<file path="src/rtl/btn_debounce.sv">
// Push-button conditioner: 2-flop synchroniser, then a debounce FSM per button.
// Outputs are a registered clean level plus one-cycle press/release pulses.
module btn_debounce #(
    parameter int NB_BTN     = 4,
    parameter int NB_CNT     = 20,
    parameter int DEB_CYCLES = 1000000
) (
    input  logic              clock,
    input  logic              reset,
    input  logic [NB_BTN-1:0] i_btn,
    output logic [NB_BTN-1:0] o_btn,
    output logic [NB_BTN-1:0] o_press,
    output logic [NB_BTN-1:0] o_release
);

    typedef enum logic [1:0] {
        IDLE,
        PRESS_WAIT,
        PRESSED,
        RELEASE_WAIT
    } state_t;

    localparam logic [NB_CNT-1:0] CNT_LAST = NB_CNT'(DEB_CYCLES - 1);

    logic [NB_BTN-1:0] sync_p0;
    logic [NB_BTN-1:0] sync_p1;

    state_t            state_q [NB_BTN];
    state_t            state_d [NB_BTN];
    logic [NB_CNT-1:0] cnt_q   [NB_BTN];
    logic [NB_CNT-1:0] cnt_d   [NB_BTN];
    logic [NB_BTN-1:0] btn_d;
    logic [NB_BTN-1:0] press_d;
    logic [NB_BTN-1:0] release_d;

    // Stage p0/p1: metastability chain; only sync_p1 feeds the FSMs.
    always_ff @(posedge clock or posedge reset) begin
        if (reset) begin
            sync_p0 <= '0;
            sync_p1 <= '0;
        end else begin
            sync_p0 <= i_btn;
            sync_p1 <= sync_p0;
        end
    end

    // FSM state, counters and registered outputs.
    always_ff @(posedge clock or posedge reset) begin
        if (reset) begin
            for (int i = 0; i < NB_BTN; i++) begin
                state_q[i] <= IDLE;
                cnt_q[i]   <= '0;
            end
            o_btn     <= '0;
            o_press   <= '0;
            o_release <= '0;
        end else begin
            for (int i = 0; i < NB_BTN; i++) begin
                state_q[i] <= state_d[i];
                cnt_q[i]   <= cnt_d[i];
            end
            o_btn     <= btn_d;
            o_press   <= press_d;
            o_release <= release_d;
        end
    end

    always_comb begin
        btn_d     = o_btn;
        press_d   = '0;
        release_d = '0;
        for (int i = 0; i < NB_BTN; i++) begin
            state_d[i] = state_q[i];
            cnt_d[i]   = cnt_q[i];
            case (state_q[i])
                IDLE: begin
                    if (sync_p1[i]) begin
                        state_d[i] = PRESS_WAIT;
                        cnt_d[i]   = '0;
                    end
                end
                PRESS_WAIT: begin
                    if (!sync_p1[i]) begin
                        state_d[i] = IDLE;
                    end else if (cnt_q[i] == CNT_LAST) begin
                        state_d[i] = PRESSED;
                        btn_d[i]   = 1'b1;
                        press_d[i] = 1'b1;
                    end else begin
                        cnt_d[i] = cnt_q[i] + NB_CNT'(1);
                    end
                end
                PRESSED: begin
                    if (!sync_p1[i]) begin
                        state_d[i] = RELEASE_WAIT;
                        cnt_d[i]   = '0;
                    end
                end
                RELEASE_WAIT: begin
                    // A bounce back to 1 returns to PRESSED with the level held high.
                    if (sync_p1[i]) begin
                        state_d[i] = PRESSED;
                    end else if (cnt_q[i] == CNT_LAST) begin
                        state_d[i]   = IDLE;
                        btn_d[i]     = 1'b0;
                        release_d[i] = 1'b1;
                    end else begin
                        cnt_d[i] = cnt_q[i] + NB_CNT'(1);
                    end
                end
                default: begin
                    state_d[i] = IDLE;
                end
            endcase
        end
    end

endmodule

</file>
<file path="config.mk">
export PLATFORM = sky130hd
export DESIGN_NAME = btn_debounce
export DESIGN_NICKNAME = d
export VERILOG_FILES = /design/src/rtl/btn_debounce.sv
export SDC_FILE = /design/constraint.sdc
export NUM_CORES = 1
export LEC_CHECK = 0
export CAP_MARGIN = 10
export CORE_UTILIZATION = 50
export CTS_CLUSTER_DIAMETER = 60
export DETAILED_ROUTE_END_ITERATION = 10
export MAX_ROUTING_LAYER = met4
export PLACE_DENSITY_LB_ADDON = 0.12
export SYNTH_ARGS = -nofsm -noshare
export SYNTH_HDL_FRONTEND = slang
export SYNTH_SLANG_ARGS = --single-unit
</file>
<file path="constraint.sdc">
create_clock -name clock -period 9.63 [get_ports clock]
set_clock_uncertainty 0.1 [all_clocks]
set_input_delay 0.963 -clock clock [delete_from_list [all_inputs] [get_ports clock]]
set_output_delay 0.963 -clock clock [all_outputs]
set_load 0.02 [all_outputs]
</file>
# Word-level counts from Yosys, hierarchy flattened
# Cells that the tools add are included.
[totals] ff_bits=108 input_bits=6 output_inout_bits=12
[op_classes] n_addsub=4 eq_ne=48 muxes=92 reduce_logical=20
[ops] cell="2-to-1 mux 20 bit" n=20
[ops] cell="one-hot mux 20 bit (4 select lines)" n=4
[ops] cell="adder 20 x 1 -> 20 bit, second input constant" n=4
[ops] cell="equality test 20 bit, second input constant" n=4
[ops] cell="2-to-1 mux 2 bit" n=24
[ops] cell="inequality test 2 bit, second input constant" n=24
[ops] cell="2-to-1 mux 1 bit" n=36
[ops] cell="one-hot mux 2 bit (4 select lines)" n=4
[ops] cell="AND reduction 4 bit" n=8
[ops] cell="inequality test 3 bit, second input constant" n=8
[ops] cell="AND reduction 5 bit" n=4
[ops] cell="equality test 2 bit, second input constant" n=8
[ops] cell="equality test 2 x 1 -> 1 bit, second input constant" n=4
[ops] cell="zero test 2 bit" n=4
[ops] cell="one-hot mux 1 bit (2 select lines)" n=4
[ops] cell="nonzero test 2 bit" n=4

# Longest topological paths before layout
[logic_depth] ltp_word=4 depth_mapped=8 mapped_depth_nobuf=7

# Least setup slack after synthesis
# No wires, ideal clock.
[synth_timing] kind="reg2reg" start="register cnt_q[8] in the netlist's numbering" end="register cnt_q[3] in the netlist's numbering" setup_time_ps=122 arrival_ps=2027 required_ps=9408 path_slack_ps=7381 path_stages_with_launch=7 path_buffers=1 period_less_slack_ps=2249 path_cell_list="dfrtp_1 > buf_8 > or4_4 > or4_4 > o21ai_4 > inv_4 > a32o_1"
[synth_between] elab_chain_cells=4
[synth_rtl] element="from (decl)" line="30" rtl="logic [NB_CNT-1:0] cnt_q [NB_BTN];"
[synth_rtl] element="from (signal, indexed assignment)" line="60" rtl="cnt_q[i] <= cnt_d[i];"
[synth_rtl] element="equality test 20 bit *" line="85, 103"
[synth_rtl] element="2-to-1 mux 20 bit *"
[synth_rtl] element="2-to-1 mux 20 bit (on tied branches)"
[synth_rtl] element="one-hot mux 20 bit (4 select lines) *"
# Every way passes the cells marked *; elsewhere a longest branch is shown, timed or not. The select of a mux whose other input is x is not followed.
# A chain may end at the register's enable or synchronous reset.

# Worst setup path after layout
[layout_timing] start="register state_q[4] in the netlist's numbering" end="register cnt_q[54] in the netlist's numbering"
[layout_between] elab_chain_cells=3
[layout_rtl] element="from (decl)" line="28" rtl="state_t state_q [NB_BTN];"
[layout_rtl] element="from (signal, indexed assignment)" line="59" rtl="state_q[i] <= state_d[i];"
[layout_rtl] element="equality test 2 bit, or another cell as far along" line="75" rtl="case (state_q[i])"
[layout_rtl] element="inequality test 2 bit (no line)"
[layout_rtl] element="AND reduction 4 bit (no line)"
# Several ways; a longest one is shown, not always the timed one.

==> summary.md <==
| Metric | Value |
|---|---|
| Outcome | `finished, final reports clean` |
| First-pass detailed-route iteration total | `5` |
| Post-CTS sizing | `0` |
| Seq/Total Area, Yosys | `0.4718` |
| Max clock buf depth | `2` |
| Crit path top cell by count | `inv_1` |
| F_max | `336.7 MHz` |
| Tmin final | `2.970 ns` |
| Kind of end point of the critical path | `register` |
| I/O pin cnt | `18` |
| CTS root buf | `clkbuf_16` |
| Cts bufs inserted | `9` |
| TritonCTS Sinks | `108` |
| Sum Neg Setup Slack | `0 ns` |
| GRT overflow | `0` |
| DR DRC count | `0` |
| # port buffers | `17` |
| CTS clk-pin slew, worst paths | `0.07 ns` |
| Yosys warns | `0` |
| Core footprint | `0.01098 sq mm` |
| Antenna viol nets, final | `0` |
| Max-slew violations | `0` |
| Count of different cell masters after synthesis | `60` |
| Net Count, Synth | `642` |
| Final Hold Viols | `0` |
| Hold WS | `0.2495 ns` |
| GRT Total Usage | `0.2313` |
| Leak pwr | `2.562 nW` |
| Worst EP arrival | `3.09 ns` |
| Path type of the worst setup path | `register to register` |
| Max-cap viol count | `0` |
| Worst slew margin | `0.3798` |
| Post-synthesis mux area share | `0.02665` |
| Final #Nets | `647` |
| Simple-gate portion of the synthesized area | `0.2704` |
| Post-CTS setup buffer count | `0` |
| H-tree Lvls | `3` |
| Ant diodes | `0` |
| Hold Path Class | `register to register` |
| Area of the mapped netlist | `0.005728 sq mm` |
| Post-DP HPWL | `8.254 mm` |
| Crit path cell chain | `inv_1 -> or3_1 -> o41ai_2 -> buf_4 -> inv_1 -> nand2_1 -> o31ai_1` |
| Synth async-reset ratio | `1.000` |
| Iter 0 DRT Violations | `270` |
| Cts hold-fix bufs | `0` |
| Largest family of logic cells by synthesized area | `simple AND/OR/NAND/NOR gates` |
| Avg Inst Size Synth | `9.063 sq um` |
| Final setup violating endpoints | `0` |
| TritonCTS clock tree | `yes` |
| Power density cells | `141.8 mW/mm^2` |
| Latest clock arrival within the worst-skew pair | `0.34 ns` |
| Peak supply drop | `0.0001188 V` |
| Vias in the first global route | `4419` |
| Initial core utilization | `0.5215` |
| Compound-Gate Fraction of Synth Area | `0.1627` |
| Area Growth Syn to Fin | `9.262%` |
| Chip Height | `109.0 microns` |
| Req. time, crit path | `9.75 ns` |
| Top FF cell, synth | `dfrtp_1` |
| Vias per cell | `6.172` |
| Synth Area in Adders | `0.008737` |
| Worst Tran Pin Value | `0.9218 ns` |
| GP Congestion | `0.8097` |
| Pin count of the biggest net entering global routing | `58` |
| Die width | `109.0 microns` |
| Max stage delay cell, worst path | `o41ai_2` |
| Share of cells above drive strength 1 | `0.05321` |
| Die Area | `0.01189 sq mm` |
| First-pass GRT wire length | `21.09 mm` |
| # rows | `38` |
| Cells after Synth | `632` |
| Number of antenna violations at the first check in global routing | `0` |
| Avg WL per Cell | `15.86 microns` |
| Routed WL | `12.36 mm` |
| Via count | `4808` |
| Largest stage delay, worst path | `0.70 ns` |
| Critical path startpoint category | `register` |
| Crit path max fanout | `16` |
| Unrepaired setup endpoints after global routing | `false` |
| Yosys reg bits | `108` |
| EDFF count, synth | `0` |
| XOR/XNOR share of the synthesized area | `0.02141` |
| Period utilization | `0.3084` |
[logic make-up (layout without fill, tap and decap cells)]
logic type               count (synthesis)  count (layout)
multiplexers                            15              15
AO/OA/AOI/OAI                          145             145
flip-flops                             108             108
adder cells (fa/ha/maj)                  4               4
buffers and inverters                   47              54
XOR/XNOR                                14              14
AND/OR/NAND/NOR                        299             299
[stage by stage]
step	cells	cell area (sq um)	util	total power (W)	setup slack [ns]
final	779	6259	0.5698	0.0008872	6.660
after global routing	779	6259	0.5698	0.0009213	6.413
after detailed placement	765	5972	0.5437	0.0005372	6.714
after global placement	765	5972	0.5437	0.0005347	6.838
after CTS	778	6251	0.5692	0.0008993	6.693
after floorplan	632	5728	-	0.0005209	5.721
[layout make-up]
cell class / count / area, sq um
fillers: 961 / 4725
multi-input cells: 477 / 2814
flip-flops and latches: 108 / 2703
clock buffers: 10 / 239.0
repair buffers: 23 / 215.2
well taps: 140 / 175.2
inverters: 18 / 72.57
clock inverters: 3 / 40.04
[registers in the layout, indices dropped and copies added (netlist names), named ones only]
name,flops
sync_p0,4
o_btn,4
o_release,4
cnt_q,80
sync_p1,4
state_q,4
o_press,4
[worst max-delay path, delay by kind of cell (launching register included)]
| kind | cells | cell delay [ns] |
|---|---|---|
| AO/OA/AOI/OAI | 2 | 0.81 |
| AND/OR/NAND/NOR | 2 | 0.69 |
| flip-flops | 1 | 0.53 |
| buffers and inverters | 3 | 0.71 |
[cell usage after synthesis, drive strengths merged (4+ instances only)]
master	instances	area, sq um
ha	4	50.05
a21oi	17	85.08
o31ai	15	112.6
nor4b	6	52.55
o211ai	4	30.03
xnor2	4	35.03
buf	6	55.05
nor4	13	87.58
and3	10	63.81
nand2	82	307.8
nand3	54	270.3
o41ai	7	61.31
or4	8	68.82
a22o	6	52.55
nor2	46	172.7
inv	17	66.32
or3	4	25.02
nand2b	4	25.02
a21o	6	45.04
nand4	24	150.1
o21ai	54	281.5
mux2i	13	130.1
and4	6	52.55
o22ai	4	25.02
nor3b	4	30.03
dfrtp	108	2703
and2	11	70.07
clkbuf	22	82.58
nor3	15	75.07
a31oi	17	106.4
xor2	10	87.58
[power by group]
group | total (W) | switching [W] | leakage, nW | internal (W)
Clock | 0.000359 | 0.000155 | 0.140 | 0.000204
Sequential | 0.000480 | 0.0000163 | 1.47 | 0.000463
Combinational | 0.0000488 | 0.0000320 | 0.949 | 0.0000168
[per-layer routing]
metal	wire [microns]	GRT usage	up-vias
met3	500	0.04961	10
met5	0	-	-
met1	5856	0.3106	2340
met2	5911	0.3630	109
li1	-	-	2349
met4	89	0.04440	0
[path summary, 6_finish.rpt]
| check | startpoint | end | slack [ns] | cells after the start |
|---|---|---|---|---|
| setup / recovery | state_q[4] | cnt_q[54] | 6.66 | 7 |
| min in group asynchronous | reset | o_press[1] | 0.98 | 2 |
| hold / removal | sync_p0[0] | sync_p1[0] | 0.25 | 0 |
| max in group asynchronous | reset | async pin | 7.35 | 3 |
| setup reg to reg | state_q[4] | cnt_q[54] | 6.66 | 7 |
| hold reg to reg | sync_p0[0] | sync_p1[0] | 0.25 | 0 |
[placed cells by master (no fill, tap or decap), types with 9 or more instances in the layout]
| cell | n |
|---|---|
| and3_1 | 9 |
| dfrtp_1 | 108 |
| inv_1 | 15 |
| clkdlybuf4s50_1 | 17 |
| xor2_1 | 10 |
| nand3_1 | 54 |
| a21oi_1 | 17 |
| and2_1 | 10 |
| nand4_1 | 24 |
| mux2i_1 | 13 |
| clkbuf_16 | 9 |
| nor4_1 | 12 |
| a31oi_1 | 17 |
| o31ai_1 | 15 |
| nand2_1 | 82 |
| nor2_1 | 46 |
| o21ai_0 | 52 |
| nor3_1 | 15 |
(Power assumes the default switching activity.)
